===== config.mk =====
export PLATFORM = sky130hd
export DESIGN_NAME = map_tile_mover
export DESIGN_NICKNAME = d
export VERILOG_FILES = /design/src/rtl/map_pkg.sv /design/src/rtl/map_tile_mover_tile_splice.sv /design/src/rtl/map_tile_mover.sv
export SDC_FILE = /design/constraint.sdc
export NUM_CORES = 1
export LEC_CHECK = 0
export CAP_MARGIN = 40
export CORE_AREA = 2 2 142 144
export CTS_CLUSTER_DIAMETER = 30
export CTS_CLUSTER_SIZE = 28
export DETAILED_ROUTE_END_ITERATION = 8
export DIE_AREA = 0 0 144 146
export GPL_TIMING_DRIVEN = 0
export PLACE_DENSITY = 0.75
export SLEW_MARGIN = 40
export SYNTH_ARGS = -nofsm -noshare
export SYNTH_HDL_FRONTEND = slang
export SYNTH_SLANG_ARGS = --single-unit

===== constraint.sdc =====
create_clock -name CLOCK_50 -period 7.19 [get_ports CLOCK_50]
set_input_delay 1.0785 -clock CLOCK_50 [delete_from_list [all_inputs] [get_ports CLOCK_50]]
set_output_delay 1.0785 -clock CLOCK_50 [all_outputs]
set_load 0.02 [all_outputs]

===== src/rtl/map_pkg.sv =====
// Shared map geometry, tile codes and the column-to-bit-position helper.
package map_pkg;
  localparam int MAP_COLS = 40;
  localparam int MAP_ROWS = 30;
  localparam int TILE_W   = 4;
  localparam int ROW_W    = 160;

  typedef enum logic [3:0] {
    T_EMPTY  = 4'd0,
    T_WALL   = 4'd1,
    T_PILL   = 4'd2,
    T_PACMAN = 4'd3,
    T_GHOST1 = 4'd4,
    T_GHOST2 = 4'd5,
    T_GHOST3 = 4'd6,
    T_GHOST4 = 4'd7,
    T_POWER  = 4'd8
  } tile_t;

  // Column 0 sits at the MSB end of the row word.
  function automatic logic [7:0] tile_lsb(input logic [5:0] x);
    return 8'(ROW_W - TILE_W * (int'(x) + 1));
  endfunction
endpackage


===== src/rtl/map_tile_mover_tile_splice.sv =====
// Replaces one 4-bit tile field inside a map row word and returns the
// code that was there before. Out-of-range columns pass the word through.
module tile_splice
  import map_pkg::*;
#(
  parameter int COLS = MAP_COLS
) (
  input  logic [ROW_W-1:0]  word_in,
  input  logic [5:0]        col,
  input  logic [TILE_W-1:0] code,
  output logic [ROW_W-1:0]  word_out,
  output logic [TILE_W-1:0] old_code
);

  logic [7:0] lsb;

  // Field replace; every other bit of the row is carried through unchanged.
  always_comb begin
    lsb      = tile_lsb(col);
    word_out = word_in;
    old_code = '0;
    if (col < 6'(COLS)) begin
      old_code                 = word_in[lsb +: TILE_W];
      word_out[lsb +: TILE_W]  = code;
    end
  end

endmodule


===== src/rtl/map_tile_mover.sv =====
// Read-modify-write engine on map RAM port B: clears the vacated tile with
// the fill code, writes the sprite code at the destination, and reports the
// code previously found at the destination.
module map_tile_mover #(
  parameter int RD_LAT   = 1,
  parameter int MAP_COLS = map_pkg::MAP_COLS,
  parameter int MAP_ROWS = map_pkg::MAP_ROWS
) (
  input  logic                     CLOCK_50,
  input  logic                     reset,
  input  logic                     req_valid,
  output logic                     req_ready,
  input  logic [5:0]               req_old_x,
  input  logic [4:0]               req_old_y,
  input  logic [5:0]               req_new_x,
  input  logic [4:0]               req_new_y,
  input  logic [3:0]               req_tile,
  input  logic [3:0]               req_fill,
  output logic [4:0]               ram_addr,
  output logic [map_pkg::ROW_W-1:0] ram_wrdata,
  output logic                     ram_wren,
  input  logic [map_pkg::ROW_W-1:0] ram_q,
  output logic                     done,
  output logic [3:0]               hit_tile,
  output logic                     err
);
  import map_pkg::*;

  localparam int CW = $clog2(RD_LAT + 1);

  typedef enum logic [2:0] {
    S_IDLE, S_RD_OLD, S_WT_OLD, S_WR_OLD, S_RD_NEW, S_WT_NEW, S_WR_NEW, S_DONE
  } state_t;

  state_t          state, nxt;
  logic [CW-1:0]   cnt, cnt_n;
  logic [5:0]      old_x, new_x;
  logic [4:0]      old_y, new_y;
  logic [3:0]      tile, fill;
  logic            take, bad, same;
  logic [4:0]      addr_n;
  logic            wren_n, done_n, err_n;
  logic [5:0]      sp_col;
  logic [3:0]      sp_code, sp_old;
  logic [ROW_W-1:0] sp_word;

  assign take = req_valid & req_ready;
  assign bad  = (req_old_x > 6'(MAP_COLS - 1)) | (req_new_x > 6'(MAP_COLS - 1)) |
                (req_old_y > 5'(MAP_ROWS - 1)) | (req_new_y > 5'(MAP_ROWS - 1));
  assign same = (req_old_x == req_new_x) && (req_old_y == req_new_y);

  // Next state plus next values of the registered RAM/status outputs.
  always_comb begin
    nxt    = state;
    cnt_n  = cnt;
    addr_n = ram_addr;
    err_n  = 1'b0;
    case (state)
      S_IDLE: begin
        if (take) begin
          if (bad) begin
            nxt   = S_DONE;
            err_n = 1'b1;
          end else if (same) begin
            nxt    = S_RD_NEW;
            addr_n = req_new_y;
          end else begin
            nxt    = S_RD_OLD;
            addr_n = req_old_y;
          end
        end
      end
      S_RD_OLD: begin
        cnt_n = CW'(1);
        nxt   = (RD_LAT > 1) ? S_WT_OLD : S_WR_OLD;
      end
      S_WT_OLD: begin
        if (cnt == CW'(RD_LAT - 1)) nxt = S_WR_OLD;
        else cnt_n = cnt + CW'(1);
      end
      S_WR_OLD: begin
        nxt    = S_RD_NEW;
        addr_n = new_y;
      end
      S_RD_NEW: begin
        cnt_n = CW'(1);
        nxt   = (RD_LAT > 1) ? S_WT_NEW : S_WR_NEW;
      end
      S_WT_NEW: begin
        if (cnt == CW'(RD_LAT - 1)) nxt = S_WR_NEW;
        else cnt_n = cnt + CW'(1);
      end
      S_WR_NEW: nxt = S_DONE;
      S_DONE:   nxt = S_IDLE;
      default:  nxt = S_IDLE;
    endcase
    wren_n = (nxt == S_WR_OLD) || (nxt == S_WR_NEW);
    done_n = (nxt == S_DONE);
  end

  // State register and registered outputs; hit_tile captured while WR_NEW reads ram_q.
  always_ff @(posedge CLOCK_50) begin
    if (reset) begin
      state     <= S_IDLE;
      cnt       <= '0;
      req_ready <= 1'b0;
      ram_addr  <= '0;
      ram_wren  <= 1'b0;
      done      <= 1'b0;
      err       <= 1'b0;
      hit_tile  <= '0;
    end else begin
      state     <= nxt;
      cnt       <= cnt_n;
      req_ready <= (nxt == S_IDLE);
      ram_addr  <= addr_n;
      ram_wren  <= wren_n;
      done      <= done_n;
      err       <= err_n;
      if (state == S_WR_NEW) hit_tile <= sp_old;
    end
  end

  // Request fields held for the whole move.
  always_ff @(posedge CLOCK_50) begin
    if (take) begin
      old_x <= req_old_x;
      old_y <= req_old_y;
      new_x <= req_new_x;
      new_y <= req_new_y;
      tile  <= req_tile;
      fill  <= req_fill;
    end
  end

  // One splicer shared by both write phases.
  assign sp_col  = (state == S_WR_NEW) ? new_x : old_x;
  assign sp_code = (state == S_WR_NEW) ? tile  : fill;

  tile_splice #(.COLS(MAP_COLS)) u_splice (
    .word_in  (ram_q),
    .col      (sp_col),
    .code     (sp_code),
    .word_out (sp_word),
    .old_code (sp_old)
  );

  assign ram_wrdata = ram_wren ? sp_word : '0;

endmodule


==> impl_metrics.yaml, run 1 <==
critical_path:
  arrival_ns: 5.90
  required_ns: 6.11
  crit_fanout: 10
  startpoint_type: "flop"
  cp_common_cell: "clkbuf_4"
  critPathTopFamily: "buffers and inverters"
  critPathSlowestCell: "clkdlybuf4s50_1"
  crit_buf_inv: 6
  max_stage_delay_ns: 0.64
  crit_chain: "and3b_1 -> clkbuf_4 -> mux2i_4 -> clkbuf_4 -> inv_1 -> ha_1 -> buf_2 -> o21ai_2 -> clkbuf_1 -> nand2_1 -> o22a_1 -> nor3_2 -> mux2i_1 -> clkdlybuf4s50_1"
  critPathKind: "flop to output pin"
  crit_path_end_kind: "output pin"
synth:
  synth_cells: 1010
  synth.distinct_cells: 66
  yosysTopAreaCell: "mux2i_1"
  yosys_warnings: 0
  synth_seq_area_share_pct: 15.3
  synthFlopType: "edfxtp_1"
  synth_area_leaders: "mux2i_1, nand2_1, edfxtp_1"
  synth-edff-count: 25
  yosysTopAreaCellShare_pct: 18.0
  avgSynthCellArea_um2: 7.06
  ys_ff_latch: 42
  netlist_area_um2: 7130
  syn_nets: 1206
  async_reset_ff_share_pct: 0
clock_network:
  clockBufferDepth: 2
  cts_max_level: 2
  clk-insertion-delay-late_ns: 0.28
  numCtsBuffers: 5
  cts-root-buf: "clkbuf_16"
  cts_tree: "yes"
  clkSinkCount: 42
  path_clk_slew_ns: 0.06
grt:
  grt-ovfl-total: 0
  grt_pass1_vias: 9737
  grt_max_degree: 28
  antenna_found_initial: 2
  grt_use_total_pct: 41.0
  grt_first_pass_wirelength_um: 63200
power_and_ir_drop:
  p_leak_nw: 4.06
  total_power_w: 0.00217
  p_int_w: 0.00103
  seq_power_share_pct: 14.7
  pwr-share-clk_pct: 11.6
  ir_worst_vdd_mv: 0.162
  swShare_pct: 52.3
  comb_power_share_pct: 73.7
  p_sw_w: 0.00113
  power.density_nw_per_um2: 189
drt:
  drc: 0
  via_per_inst: 6.18
  drtIter0Drc: 1241
  num_vias: 10222
  finalWirelength_um: 45100
  ant_nets: 0
  dr.pass1.iters: 9
  wl_per_cell_um: 27.3
sta:
  finalCriticalPeriod_ns: 6.98
  worstMarginPinSlew_ns: 1.00
  finClkSkew_ns: 0.00398
  hold_viol: 0
  worst_slack_ns: 0.209
  rsz0062_at_grt: "no"
  setup_violations: 0
  slew_headroom_pct: 33.3
  maxSlewViolCount: 0
  whs_ns: 0.497
  min_period_over_period_pct: 97.1
  fmax_mhz: 143
layout:
  drive_above_1_share_pct: 7.41
  antenna_cells: 0
  layout.nets: 1585
  area_growth_pct: 61.3
  layout.cells.non_filler: 1655
placement:
  pre_cts_ws_ns: -0.938
  dp_cells: 1640
  portBuffers: 365
  gp_congestion: 1.03
  dpl.hpwl_um: 36600
die:
  core.rowCount: 51
  num_io_pins: 366
  die_h_um: 146
  start_util_pct: 36.9
  die-area_um2: 21000
  die_w_um: 144
  core_area_um2: 19300
min_path:
  hold_path_class: "flop to flop"
flow_run:
  drv_cap: 0
status:
  run_status: "complete, no violations"
[worst reg2reg max path, stage by stage, from the launching register on]
cell	delay, ns
dfxtp_1	0.45
and3b_1	0.31
clkbuf_4	0.27
mux2i_4	0.37
clkbuf_4	0.31
inv_1	0.14
ha_1	0.22
buf_2	0.20
o21ai_2	0.44
clkbuf_1	0.42
clkbuf_1	0.49
buf_2	0.46
mux4_2	0.31
nand2_1	0.06
a31oi_1	0.47
a32o_1	0.26
[routing by layer]
layer	routed length, um	track usage (%)	part of all wire [%]	vias to the layer above
li1	-	-	-	4403
met1	17200	53.6	38	4738
met2	19700	63.5	44	869
met3	5020	6.15	11	212
met4	3210	24.5	7.1	0
met5	0	0	0	-
[synthesized netlist by cell type (6+ instances only)]
library cell    n
a211oi_1        6
a21oi_1        27
a311oi_1       14
a31oi_1         8
a32o_1          8
and2_1          7
and3_1         29
buf_1           7
buf_2          12
clkbuf_1       62
dfxtp_1        17
edfxtp_1       25
inv_1           7
mux2i_1       128
mux4_2         14
nand2_1       268
nand3_1        69
nand4_1         6
nor2_1         52
nor2b_1        35
nor3_1         15
nor3_2         12
nor4_1          6
nor4_2          7
o211a_1         7
o211ai_1        7
o21ai_0        47
or3_1          14
xnor2_1        17
xor2_1          6
[registers in the layout, indices dropped and copies added (netlist names)]
signal and flops:
new_y 5, state 3, ram_wren 1, hit_tile 4, req_ready 1, fill 4
new_x 6, tile 4, err 1, cnt 1, done 1, old_x 6
ram_addr 5
[per-stage QoR]
step / utilization, % / setup TNS, ns / area (um^2)
final: 59.5 / 0 / 11500
after global routing: 59.5 / 0 / 11500
after CTS: 58.8 / -0.000965 / 11400
after detailed placement: 57.7 / -60.54 / 11100
after global placement: 57.5 / -69.20 / 11100
after floorplan: - / 0 / 7130
[final cells by class]
type	count	area [um^2]
clock buffer	6	129
fill	1846	7840
multi-input combinational	877	5820
timing repair buffer	372	3710
buffer	83	349
tap	265	332
clock inverter	2	37.5
sequential	42	1090
inverter	8	30.0
[kinds of logic after synthesis]
family	Yosys count	synth area share [%]
compound gates	159	15.4
flops	42	15.3
simple gates	546	37.4
mux	144	22.7
buf+inv	91	5.16
xor+xnor	25	3.46
fa+ha+maj	3	0.527
[cell usage in the layout, fill, tap and decap left out, drive strengths merged, types with 4 or more instances in the layout]
master,n
nand2,268
and3,29
mux4,14
a21boi,6
a21oi,27
o221a,4
or3,14
nor3,30
o211ai,7
a311oi,14
o211a,7
inv,8
clkdlybuf4s50,363
or4,4
nor2b,35
edfxtp,25
o2bb2ai,5
a31oi,8
nand3,69
a32o,8
xor2,6
buf,28
o21ai,49
and2,7
mux2i,128
nor2,55
clkbuf,68
nand2b,4
xnor2,17
a211oi,6
nand4,6
nor4,13
dfxtp,17
o31ai,4
[power by group through the flow]
| stage | combinational [W] | clock, W | sequential [W] |
|---|---|---|---|
| 2_1_floorplan | 0.000829 | 0 | 0.000329 |
| 3_3_place_gp | 0.00149 | 0 | 0.000321 |
| 3_5_place_dp | 0.00150 | 0 | 0.000322 |
| 4_1_cts | 0.00152 | 0.000253 | 0.000318 |
| 5_1_grt | 0.00166 | 0.000262 | 0.000323 |
| 6_report | 0.00160 | 0.000250 | 0.000319 |
[path summary, 6_finish.rpt]
| check | end | from | cells after the start | slack (ns) |
|---|---|---|---|---|
| max | ram_wrdata[65] | state[1]$_SDFF_PP0_ | 14 | 0.21 |
| min reg2reg | ram_addr[2]$_SDFFE_PP0P_ | ram_addr[2]$_SDFFE_PP0P_ | 2 | 0.50 |
| max reg2reg | hit_tile[2]$_SDFFE_PP0P_ | state[1]$_SDFF_PP0_ | 15 | 1.95 |
| min | ram_addr[2]$_SDFFE_PP0P_ | ram_addr[2]$_SDFFE_PP0P_ | 2 | 0.50 |
[repair_timing]
| action | in CTS | in global routing |
|---|---|---|
| resized for setup | 11 | 18 |
| gates cloned | 0 | 0 |
| setup buffers | 1 | 5 |
| hold buffers | 0 | 0 |
| endpoints found under the setup margin | 160 | 105 |
| pin swaps | 1 | 0 |
(Power assumes the default switching activity.)
==> inputs of run 2 (changes only) <==
--- a/config.mk
+++ b/config.mk
@@ -14,4 +14,5 @@
 export GPL_TIMING_DRIVEN = 0
 export PLACE_DENSITY = 0.75
+export SETUP_SLACK_MARGIN = 0.2
 export SLEW_MARGIN = 40
 export SYNTH_ARGS = -nofsm -noshare
==> constraint.sdc (replaced) <==
create_clock -name CLOCK_50 -period 7.19 [get_ports CLOCK_50]
set_input_delay 0.719 -clock CLOCK_50 [delete_from_list [all_inputs] [get_ports CLOCK_50]]
set_output_delay 0.719 -clock CLOCK_50 [all_outputs]
set_load 0.02 [all_outputs]
==> run 2 against run 1 <==
  * Worst setup slack better by 0.19 ns
  * First-iteration DRC count down 6.3%
  * Flip-flop and latch count unchanged
  * Via count down 0.40%
  * Largest power group unchanged
  * Maximum frequency up 2.8%
  * Highest routed layer unchanged
  * Routed wire length down 0.40%
  * Sequential share of layout area about the same
  * Sequential power about the same
  * Clock skew up 0.00058 ns
  * Global-route usage about the same
  * Final cell count about the same
==> impl_metrics.yaml, run 2 (synthesis gave the netlist of run 1 again) <==
sta:
  slew_headroom_pct: 35.8
  setup_violations: 0
  rsz0062_at_grt: "no"
  finClkSkew_ns: 0.00456
  fmax_mhz: 147
  worstMarginPinSlew_ns: 0.963
  hold_viol: 0
  maxSlewViolCount: 0
  min_period_over_period_pct: 94.4
  worst_slack_ns: 0.400
  whs_ns: 0.497
  finalCriticalPeriod_ns: 6.79
critical_path:
  arrival_ns: 6.07
  critPathTopFamily: "buffers and inverters"
  critPathSlowestCell: "clkdlybuf4s50_1"
  startpoint_type: "flop"
  crit_fanout: 10
  crit_chain: "and3b_1 -> clkbuf_2 -> mux2i_4 -> buf_2 -> inv_1 -> ha_1 -> buf_2 -> xor2_1 -> or4_1 -> o221ai_1 -> nand3_1 -> xor2_4 -> buf_2 -> or3_1 -> nor2_4 -> mux2i_2 -> clkdlybuf4s50_1"
  cp_common_cell: "buf_2"
  crit_buf_inv: 6
  max_stage_delay_ns: 0.69
  critPathKind: "flop to output pin"
  crit_path_end_kind: "output pin"
  required_ns: 6.47
power_and_ir_drop:
  power.density_nw_per_um2: 189
  ir_worst_vdd_mv: 0.162
  total_power_w: 0.00217
  p_leak_nw: 4.03
clock_network:
  path_clk_slew_ns: 0.06
  numCtsBuffers: 5
  clockBufferDepth: 2
  clkSinkCount: 42
  cts_tree: "yes"
  clk-insertion-delay-late_ns: 0.28
  cts_max_level: 2
  cts-root-buf: "clkbuf_16"
grt:
  grt_first_pass_wirelength_um: 63200
  grt-ovfl-total: 0
  grt_use_total_pct: 41.0
  grt_pass1_vias: 9711
  grt_max_degree: 28
  antenna_found_initial: 1
layout:
  final_cell_mix: "clkdlybuf4s50_1, nand2_1, mux2i_1"
  final_area_um2: 11500
  fill_cells: 1849
  final_common_cell: "clkdlybuf4s50_1"
  antenna_cells: 0
  drive_above_1_share_pct: 7.40
  layout.cells.non_filler: 1656
  multi_input_area_um2: 5800
  regArea_um2: 1090
  reg.largest.list: "new_x x6, old_x x6"
  layout.nets: 1586
  area_growth_pct: 61.0
placement:
  dpl-instance-area_um2: 11100
  portBuffers: 365
  dpl.hpwl_um: 36600
  gp_congestion: 1.03
  dp_cells: 1640
  pre_cts_ws_ns: -0.579
drt:
  via_per_inst: 6.15
  num_vias: 10181
  finalWirelength_um: 44900
  drc: 0
  dr.pass1.iters: 6
  wl_per_cell_um: 27.1
  ant_nets: 0
  drtIter0Drc: 1163
die:
  core_area_um2: 19300
  start_util_pct: 36.9
  die_w_um: 144
  die-area_um2: 21000
  num_io_pins: 366
  core.rowCount: 51
  die_h_um: 146
status:
  run_status: "complete, no violations"
flow_run:
  drv_cap: 0
min_path:
  hold_path_class: "flop to flop"
==> run 2: changes by cell type in the layout (fill, tap and decap cells not counted), sizes merged <==
cell / delta
buf: +2
dlymetal6s2s: -2
clkdlybuf4s50: +2
clkbuf: -1
==> run 2: path summary, 6_finish.rpt <==
check                            from  slack (ns)                       end  depth (start not counted)
max               state[1]$_SDFF_PP0_        0.40             ram_wrdata[7]                         17
min          ram_addr[2]$_SDFFE_PP0P_        0.50  ram_addr[2]$_SDFFE_PP0P_                          2
max reg2reg       state[1]$_SDFF_PP0_        1.76  hit_tile[2]$_SDFFE_PP0P_                         15
min reg2reg  ram_addr[2]$_SDFFE_PP0P_        0.50  ram_addr[2]$_SDFFE_PP0P_                          2
==> run 2: repair_timing <==
action | in CTS | in global routing
endpoints found under the hold margin | 0 | 0
resized for setup | 9 | 13
endpoints found under the setup margin | 160 | 96
hold buffers | 0 | 0
setup buffers | 0 | 7
pin swaps | 0 | 1
==> run 2: layer usage <==
| layer | global-route usage (%) | vias up | part of all wire (%) |
|---|---|---|---|
| li1 | - | 4408 | - |
| met1 | 53.5 | 4733 | 38 |
| met2 | 63.2 | 822 | 43 |
| met3 | 6.65 | 218 | 11 |
| met4 | 24.7 | 0 | 7.5 |
| met5 | 0 | - | 0 |
==> run 2: through the flow <==
stage / TNS [ns] / util [%]
3_3_place_gp: -19.44 / 57.5
5_1_grt: 0 / 59.4
3_5_place_dp: -13.67 / 57.7
2_1_floorplan: 0 / -
6_report: 0 / 59.4
4_1_cts: 0 / 58.7
==> run 2: final cells by class <==
class                           count  area share (%)
Buffer                             83            3.00
Clock buffer                        6            1.12
Clock inverter                      2           0.327
Inverter                            8           0.262
Multi-Input combinational cell    877            50.5
Sequential cell                    42            9.51
Tap cell                          265            2.89
Timing Repair Buffer              373            32.4
==> run 2: worst reg2reg max path, delay by kind of cell (launching register included) <==
kind                       cells  cell delay (ns)
adders and majority gates      1             0.23
muxes                          2             0.79
and+or+nand+nor                2             0.40
AOI/OAI and AO/OA              3             1.00
DFF                            1             0.45
buffers and inverters          7             2.45
==> run 2: where the power goes <==
group	leakage (nW)	switching (W)	internal, W
Sequential	0.366	0.0000259	0.000293
Clock	0.0771	0.0000867	0.000164
Combinational	3.58	0.00102	0.000577
Total	4.03	0.00113	0.00103
